File: config.mk
export PLATFORM = sky130hd
export DESIGN_NAME = data_mem_wait
export DESIGN_NICKNAME = d
export VERILOG_FILES = /design/src/rtl/dmem_pkg.sv /design/src/rtl/data_mem_wait_wait_counter.sv /design/src/rtl/data_mem_wait.sv
export SDC_FILE = /design/constraint.sdc
export NUM_CORES = 1
export LEC_CHECK = 0
export CORE_UTILIZATION = 47
export DETAILED_ROUTE_END_ITERATION = 10
export GPL_TIMING_DRIVEN = 0
export SYNTH_ARGS = -nofsm -noshare
export SYNTH_HDL_FRONTEND = slang
export SYNTH_SLANG_ARGS = --single-unit
File: constraint.sdc
create_clock -name clk -period 7.8 [get_ports clk]
set_input_delay 2.34 -clock clk [delete_from_list [all_inputs] [get_ports clk]]
set_output_delay 2.34 -clock clk [all_outputs]
set_load 0.02 [all_outputs]
File: src/rtl/dmem_pkg.sv
// Shared types for the wait-state data memory.
// State encoding, default geometry and the access error check.
package dmem_pkg;

  localparam int DMEM_DEPTH = 32;
  localparam int IDX_W      = $clog2(DMEM_DEPTH);

  typedef enum logic [1:0] {
    IDLE = 2'd0,
    WAIT = 2'd1,
    DONE = 2'd2
  } state_e;

  // Misaligned, beyond the array, or read+write together.
  function automatic logic dmem_addr_err(
    input logic [31:0] a,
    input logic        rd,
    input logic        wr,
    input int          iw
  );
    logic [31:0] hi;
    hi = a >> (iw + 2);
    return (a[1:0] != 2'b00) || (hi != '0) || (rd && wr);
  endfunction

endpackage

File: src/rtl/data_mem_wait_wait_counter.sv
// 4-bit wait-state counter: load, decrement, zero flag.
// Ports: clk, rst, load_i/load_val_i, dec_i, zero_o.
module wait_counter (
  input  logic       clk,
  input  logic       rst,
  input  logic       load_i,
  input  logic [3:0] load_val_i,
  input  logic       dec_i,
  output logic       zero_o
);

  logic [3:0] count_q, count_d;

  always_comb begin
    count_d = count_q;
    if (load_i)
      count_d = load_val_i;
    else if (dec_i && count_q != 4'd0)
      count_d = count_q - 4'd1;
  end

  always_ff @(posedge clk) begin
    if (rst) count_q <= 4'd0;
    else     count_q <= count_d;
  end

  assign zero_o = (count_q == 4'd0);

endmodule

File: src/rtl/data_mem_wait.sv
// Data memory answering after WAIT_STATES cycles with a mem_ready pulse.
// Ports: clk, rst, mem_read/mem_write/addr/write_data in; read_data/mem_ready/addr_err out.
module data_mem_wait
  import dmem_pkg::*;
#(
  parameter int DEPTH       = 1 << IDX_W,
  parameter int WAIT_STATES = 2
) (
  input  logic        clk,
  input  logic        rst,
  input  logic        mem_read,
  input  logic        mem_write,
  input  logic [31:0] addr,
  input  logic [31:0] write_data,
  output logic [31:0] read_data,
  output logic        mem_ready,
  output logic        addr_err
);

  localparam int IW = $clog2(DEPTH);
  localparam logic [3:0] WS_LOAD =
    (WAIT_STATES == 0) ? 4'd0 : 4'(WAIT_STATES - 1);

  logic [31:0] mem [0:DEPTH-1];

  state_e      state_q, state_d;
  logic        rd_q, wr_q;
  logic [31:0] addr_q, wdata_q;
  logic [31:0] rdata_q;
  logic        err_q;

  logic        accept, cnt_load, cnt_dec, cnt_zero;
  logic        finish;
  logic        cur_rd, cur_wr, err;
  logic [31:0] cur_addr, cur_wdata;
  logic [IW-1:0] idx;

  wait_counter u_cnt (
    .clk        (clk),
    .rst        (rst),
    .load_i     (cnt_load),
    .load_val_i (WS_LOAD),
    .dec_i      (cnt_dec),
    .zero_o     (cnt_zero)
  );

  always_comb begin
    state_d  = state_q;
    accept   = 1'b0;
    cnt_load = 1'b0;
    cnt_dec  = 1'b0;
    unique case (state_q)
      IDLE: begin
        if (mem_read || mem_write) begin
          accept = 1'b1;
          if (WAIT_STATES == 0) begin
            state_d = DONE;
          end else begin
            state_d  = WAIT;
            cnt_load = 1'b1;
          end
        end
      end
      WAIT: begin
        if (cnt_zero) state_d = DONE;
        else          cnt_dec = 1'b1;
      end
      DONE:    state_d = IDLE;
      default: state_d = IDLE;
    endcase
  end

  // With no wait states the access completes on its acceptance
  // edge, so the live request is used instead of the latched copy.
  always_comb begin
    cur_rd    = (state_q == IDLE) ? mem_read   : rd_q;
    cur_wr    = (state_q == IDLE) ? mem_write  : wr_q;
    cur_addr  = (state_q == IDLE) ? addr       : addr_q;
    cur_wdata = (state_q == IDLE) ? write_data : wdata_q;
    finish    = (state_d == DONE);
    err       = dmem_addr_err(cur_addr, cur_rd, cur_wr, IW);
    idx       = cur_addr[IW+1:2];
  end

  always_ff @(posedge clk) begin
    if (rst) begin
      state_q <= IDLE;
      rd_q    <= 1'b0;
      wr_q    <= 1'b0;
      addr_q  <= '0;
      wdata_q <= '0;
      rdata_q <= '0;
      err_q   <= 1'b0;
    end else begin
      state_q <= state_d;
      if (accept) begin
        rd_q    <= mem_read;
        wr_q    <= mem_write;
        addr_q  <= addr;
        wdata_q <= write_data;
      end
      if (finish) begin
        err_q   <= err;
        rdata_q <= (!err && cur_rd) ? mem[idx] : 32'd0;
      end else begin
        err_q   <= 1'b0;
        rdata_q <= 32'd0;
      end
    end
  end

  // Contents are never reset; a write commits only on entry to DONE.
  always_ff @(posedge clk) begin
    if (!rst && finish && !err && cur_wr)
      mem[idx] <= cur_wdata;
  end

  assign read_data = rdata_q;
  assign mem_ready = (state_q == DONE);
  assign addr_err  = err_q;

endmodule

==> flow_metrics.env, run 1 <==
export IMPL_vias=25002
export IMPL_worst_slack_ns=1.647
export IMPL_core_area_mm2=0.08702
export IMPL_wl_met1_um=47390
export IMPL_start_kind="primary input"
export IMPL_route_met2_wl_um=55280
export IMPL_relSlewSlack=0.05619
export IMPL_grt_ovfl_total=0
export IMPL_antenna_found_initial=0
export IMPL_finalSetupTns_ns=0
export IMPL_cts_setup_buffers=0
export IMPL_synth_top_cells_by_area="edfxtp_1 74%, a22o_1 5.4%, dfxtp_1 5.1%, a221oi_1 4.8%, nand2_1 2.3%"
export IMPL_clk_path_buf_depth=3
export IMPL_cp_data_required_time_ns=8.16
export IMPL_synth_simple_area_share=0.03419
export IMPL_met3_length_um=11010
export IMPL_synth_flop_cell="edfxtp_1"
export IMPL_worst_pin_slew_ns=1.416
export IMPL_initial_core_util=0.4752
export IMPL_cts_root_buf="clkbuf_16"
export IMPL_syn_cell_area_mm2=0.04136
export IMPL_clock_latency_ns=0.68
export IMPL_syn_instance_count=2399
export IMPL_p_comb_frac=0.114
export IMPL_rsz0062_at_grt="no"
export IMPL_ys_ff_latch=1129
export IMPL_muxShareOfSynthArea=0.0002420
export IMPL_io_buffers=100
export IMPL_finalMaxSlewViolations=0
export IMPL_grt_pass1_wl_um=168300
export IMPL_synth_top_cell_area_share=0.7435
export IMPL_setup_viol=0
export IMPL_die_w_um=298.6
export IMPL_fin_cells=3974
export IMPL_final_cell_mix="1024 x edfxtp_1, 256 x a22o_1, 254 x nand2_1"
export IMPL_num_antenna_cells=0
export IMPL_avgViaCountPerCell=6.291
export IMPL_layout_commonest_cell="edfxtp_1"
export IMPL_power_internal_mw=10.46
export IMPL_drive_gt1_frac=0.1550
export IMPL_drv_cap=0
export IMPL_switchingPower_mw=3.373
export IMPL_clock_sinks=1129
export IMPL_dieArea_mm2=0.08918
export IMPL_nNetsFinal=2794
export IMPL_synth_edf_count=1024
export IMPL_grt_max_degree=33
export IMPL_yosysUniqueCellTypes=41
export IMPL_dieHeight_um=298.6
export IMPL_fmax_ghz=0.1625
export IMPL_cp_max_fo=11
export IMPL_top_layer="met4"
export IMPL_run_status="completed"
export IMPL_clk_pin_slew_worst_paths_ns=0.06
export IMPL_min_path_type="reg2reg"
export IMPL_postRouteAntennaNets=0
export IMPL_syn_nets=2468
export IMPL_synth_yosys_seq_area_share=0.7944
export IMPL_gp_congestion=0.8253
export IMPL_cts_resized=0
export IMPL_fin_skew_ns=0.03041
export IMPL_final_cell_area_mm2=0.04899
export IMPL_p_sw_frac=0.2439
export IMPL_ioPinCount=102
export IMPL_cp_end_kind="flip-flop"
export IMPL_synth_compound_area_share=0.1513
export IMPL_route_detailed_drc=0
export IMPL_arrival_ns=6.51
export IMPL_fin_total_pwr_mw=13.83
export IMPL_hold_buffers=0
export IMPL_grt_usage=0.2620
export IMPL_area_delta_synth_final_pct=18.45
export IMPL_grt_pass1_vias=24418
export IMPL_synth_warnings=0
export IMPL_drtIter0Drc=2922
export IMPL_pwr_share_seq=0.496
export IMPL_pre_cts_slack_ns=1.042
export IMPL_wl_per_cell_um=29.67
export IMPL_htreeDepth=3
export IMPL_peakVddDrop_v=0.0002133
export IMPL_fin_util=0.5629
export IMPL_timing_setup_critical_path_class="in2reg"
export IMPL_hold_viol=0
export IMPL_placed_area_mm2=0.04525
export IMPL_ys_async_sr_fraction=0
export IMPL_dpl_cell_count=3765
export IMPL_dp_hpwl_um=79890
export IMPL_synthAdderAreaFrac=0.0003025
export IMPL_synth_top_family_by_area="compound AO/OA/AOI/OAI gates"
export IMPL_holdWs_ns=0.4555
export IMPL_yosys_area_share_xor_xnor=0.0006353
export IMPL_syn_area_per_cell_um2=17.24
export IMPL_cts_tree="built"
export IMPL_yosysTopAreaCell="edfxtp_1"
export IMPL_fin_crit_ns=6.153
export IMPL_powerDensity_mw_per_mm2=282.3
export IMPL_num_rows=108
export IMPL_period_share=0.7888
export IMPL_wl_um=117900
export IMPL_p_clk_frac=0.390
export IMPL_r2r_slack_ns=3.09
export IMPL_cts_buffers_inserted=112
export IMPL_power_leakage_nw=16.00
export IMPL_drt_pass1_iter_count=8
[synthesized netlist by cell type, types with 2 or more instances]
| master | number |
|---|---|
| nand3_1 | 5 |
| nor3_1 | 41 |
| nor4_1 | 10 |
| nand2b_1 | 3 |
| a221oi_1 | 226 |
| a22o_1 | 256 |
| xor2_1 | 2 |
| o21ai_0 | 2 |
| inv_1 | 2 |
| a221oi_2 | 30 |
| a21oi_1 | 68 |
| nand2_1 | 254 |
| edfxtp_1 | 1024 |
| nand3b_1 | 6 |
| a211oi_1 | 2 |
| o41a_1 | 32 |
| dfxtp_1 | 105 |
| buf_6 | 2 |
| nor2_1 | 9 |
| clkbuf_1 | 81 |
| buf_2 | 84 |
| o21ai_2 | 2 |
| o22ai_1 | 128 |
| buf_1 | 8 |
[worst paths after layout]
path,start,end,cells after the start
setup reg to reg,state_q[1],mem[11][16],10
setup / recovery,addr[2],mem[11][16],10
hold reg to reg,addr_q[30],addr_q[30],2
hold / removal,addr_q[30],addr_q[30],2
[registers in the layout, indices dropped and copies added, names as in the netlist]
name and flops:
rd_q 1, state_q 2, wr_q 1, u_cnt.count_q 4, addr_q 32, read_data 32
wdata_q 32, addr_err 1, mem 1024
[kinds of logic after synthesis]
kind of cell / count (synthesis)
AO/OA/AOI/OAI: 751
AND/OR/NAND/NOR: 337
buffers and inverters: 177
adder cells (fa/ha/maj): 1
XOR/XNOR: 3
multiplexers: 1
flip-flops: 1129
[area by class of cell]
type                    instances  area [um^2]
plain buffers                 175        777.0
fillers                      6659        38040
well taps                    1155         1445
clock inverters                58        606.8
multi-input cells            1093         7885
clock buffers                 150         3102
flip-flops and latches       1129        32850
repair buffers                212         2312
inverters                       2        7.507
[worst max-delay path, stage by stage]
cell             delay, ns
clkdlybuf4s50_1       0.55
nand2_1               0.09
o21ai_2               0.42
buf_2                 0.39
buf_1                 0.59
nand2_1               0.49
nor3_2                0.95
buf_6                 0.25
buf_8                 0.19
buf_6                 0.21
[layer usage]
| layer | global-route usage | vias up |
|---|---|---|
| met3 | 0.05562 | 252 |
| li1 | - | 10669 |
| met1 | 0.3611 | 12831 |
| met2 | 0.4152 | 1250 |
| met5 | 0 | - |
| met4 | 0.08962 | 0 |
[power groups by stage]
stage          clock network, mW  registers, mW  logic (mW)
3_3_place_gp                   0           6.98        1.50
3_5_place_dp                   0           6.98        1.55
5_1_grt                     5.69           6.86        1.67
6_report                    5.40           6.85        1.58
2_1_floorplan                  0           6.96       0.908
4_1_cts                     5.45           6.85        1.56
Power figures use the tool's default switching activity.
==> inputs of run 2 (changes only) <==
--- a/config.mk
+++ b/config.mk
@@ -8,6 +8,7 @@
 export CORE_UTILIZATION = 47
 export DETAILED_ROUTE_END_ITERATION = 10
 export GPL_TIMING_DRIVEN = 0
+export PLACE_DENSITY = 0.66
 export SYNTH_ARGS = -nofsm -noshare
 export SYNTH_HDL_FRONTEND = slang
 export SYNTH_SLANG_ARGS = --single-unit
==> constraint.sdc (replaced) <==
create_clock -name clk -period 5.2 [get_ports clk]
set_input_delay 1.56 -clock clk [delete_from_list [all_inputs] [get_ports clk]]
set_output_delay 1.56 -clock clk [all_outputs]
set_load 0.02 [all_outputs]
==> run 2 against run 1 <==
The flow now finishes with violations (max-capacitance violations, max-slew violations). Sequential cell count unchanged. First-iteration DRC count increased by 20%. Global-route usage increased by 0.36 points. Count of clock-buffer cells in the layout increased by 1. Worst hold slack about the same. Sequential share of layout area decreased by 0.34 points. Wire length increased by 1.2%. Largest power group unchanged.
==> flow_metrics.env, run 2 (same netlist as run 1, synthesis figures left out) <==
export IMPL_area_delta_synth_final_pct=19.06
export IMPL_cp_end_kind="flip-flop"
export IMPL_drive_gt1_frac=0.1457
export IMPL_fin_skew_ns=0.03124
export IMPL_final_cell_mix="1024 x edfxtp_1, 256 x a22o_1, 254 x nand2_1"
export IMPL_arrival_ns=5.57
export IMPL_dieArea_mm2=0.08918
export IMPL_clk_path_buf_depth=3
export IMPL_dieHeight_um=298.6
export IMPL_hold_viol=0
export IMPL_finalMaxSlewViolations=11
export IMPL_grt_ovfl_total=0
export IMPL_postRouteAntennaNets=0
export IMPL_cts_buffers_inserted=109
export IMPL_holdPathStages=2
export IMPL_r2r_slack_ns=0.62
export IMPL_powerDensity_mw_per_mm2=412.3
export IMPL_min_path_type="reg2reg"
export IMPL_grt_max_degree=33
export IMPL_route_detailed_drc=0
export IMPL_pwr_share_seq=0.506
export IMPL_p_clk_frac=0.377
export IMPL_clk_pin_slew_worst_paths_ns=0.06
export IMPL_clock_latency_ns=0.68
export IMPL_worstRegToRegCells=10
export IMPL_die_w_um=298.6
export IMPL_setup_viol=0
export IMPL_num_rows=108
export IMPL_pre_cts_slack_ns=-0.9611
export IMPL_cp_data_required_time_ns=5.58
export IMPL_largest_register_ffs=1024
export IMPL_num_antenna_cells=0
export IMPL_power_leakage_nw=16.24
export IMPL_layout_commonest_cell="edfxtp_1"
export IMPL_cp_max_fo=12
export IMPL_htreeDepth=3
export IMPL_ioPinCount=102
export IMPL_holdWs_ns=0.4557
export IMPL_gp_congestion=0.8307
export IMPL_switchingPower_mw=5.036
export IMPL_cts_tree="built"
export IMPL_peakVddDrop_v=0.0002652
export IMPL_initial_core_util=0.4752
export IMPL_fin_crit_ns=5.190
export IMPL_worst_slack_ns=0.009637
export IMPL_p_comb_frac=0.117
export IMPL_relSlewSlack=-0.03241
export IMPL_core_area_mm2=0.08702
export IMPL_cts_root_buf="clkbuf_16"
export IMPL_antenna_found_initial=3
export IMPL_violations="max-capacitance violations, max-slew violations"
export IMPL_nNetsFinal=2776
export IMPL_timing_setup_critical_path_class="in2reg"
export IMPL_drt_pass1_iter_count=6
export IMPL_grt_usage=0.2656
export IMPL_grt_pass1_vias=25108
export IMPL_regMostFlops="mem"
export IMPL_power_internal_mw=15.26
export IMPL_start_kind="primary input"
export IMPL_cts_resized=0
export IMPL_drv_cap=1
export IMPL_p_sw_frac=0.2481
export IMPL_drtIter0Drc=3513
export IMPL_nFillCells=6484
export IMPL_worst_pin_slew_ns=1.549
export IMPL_rsz0062_at_grt="no"
export IMPL_clock_sinks=1129
export IMPL_wl_um=119300
export IMPL_io_buffers=100
export IMPL_wl_per_cell_um=30.15
export IMPL_period_share=0.9981
export IMPL_fmax_ghz=0.1927
export IMPL_vias=25492
export IMPL_run_status="complete, but fails checks"
export IMPL_dp_hpwl_um=78930
export IMPL_grt_pass1_wl_um=171100
export IMPL_avgViaCountPerCell=6.446
export IMPL_hold_buffers=0
[run 2: cell type report]
type / instances / area, um^2 / share of cell area
buffer: 175 / 777.0 / 0.01578
clock buffer: 151 / 3060 / 0.06216
clock inverter: 53 / 399.1 / 0.008106
inverter: 2 / 7.507 / 0.0001525
multi-input combinational: 1093 / 8010 / 0.1627
sequential: 1129 / 32850 / 0.6672
tap: 1155 / 1445 / 0.02935
timing repair buffer: 197 / 2688 / 0.05458
[run 2: worst paths after layout]
kind | from | end
hold reg to reg | addr_q[24] | addr_q[24]
setup reg to reg | state_q[0] | mem[2][23]
setup / recovery | addr[3] | mem[2][23]
hold / removal | addr_q[24] | addr_q[24]
[run 2: timing repair]
action,4_1_cts,5_1_grt
buffers inserted,2,9
pin swaps,2,6
setup endpoints to repair,33,84
[run 2: power groups by stage]
stage | registers [mW] | clock network, mW | logic [mW]
after detailed placement | 10.5 | 0 | 2.33
after floorplan | 10.4 | 0 | 1.37
after global placement | 10.5 | 0 | 2.23
final | 10.3 | 7.65 | 2.37
after CTS | 10.3 | 7.70 | 2.35
after global routing | 10.3 | 8.07 | 2.50
[run 2: metrics by stage]
step           instance area (um^2)  power, mW   TNS, ns    util  cells
6_report                      49240      20.30         0  0.5658   3955
5_1_grt                       49240      20.85         0  0.5658   3955
4_1_cts                       49170      20.32         0  0.5650   3946
3_5_place_dp                  45700      12.80   -365.95  0.5251   3740
3_3_place_gp                  43900      12.69  -2912.76  0.5045   3654
2_1_floorplan                 41460      11.81   -129.38       -   2399
[run 2: worst max-delay path, stage by stage]
cell	delay (ns)
clkdlybuf4s50_1	0.56
nand3b_1	0.10
nand2_1	0.33
buf_2	0.46
buf_1	0.61
nand2_1	0.67
nor3_4	0.85
buf_16	0.24
buf_16	0.18
[run 2: layer usage]
metal / vias to the layer above / share of wire / track usage
met2: 1632 / 0.47 / 0.4267
met5: - / 0 / 0
met4: 0 / 0.043 / 0.1167
met3: 286 / 0.11 / 0.04617
li1: 10632 / - / -
met1: 12942 / 0.38 / 0.3573
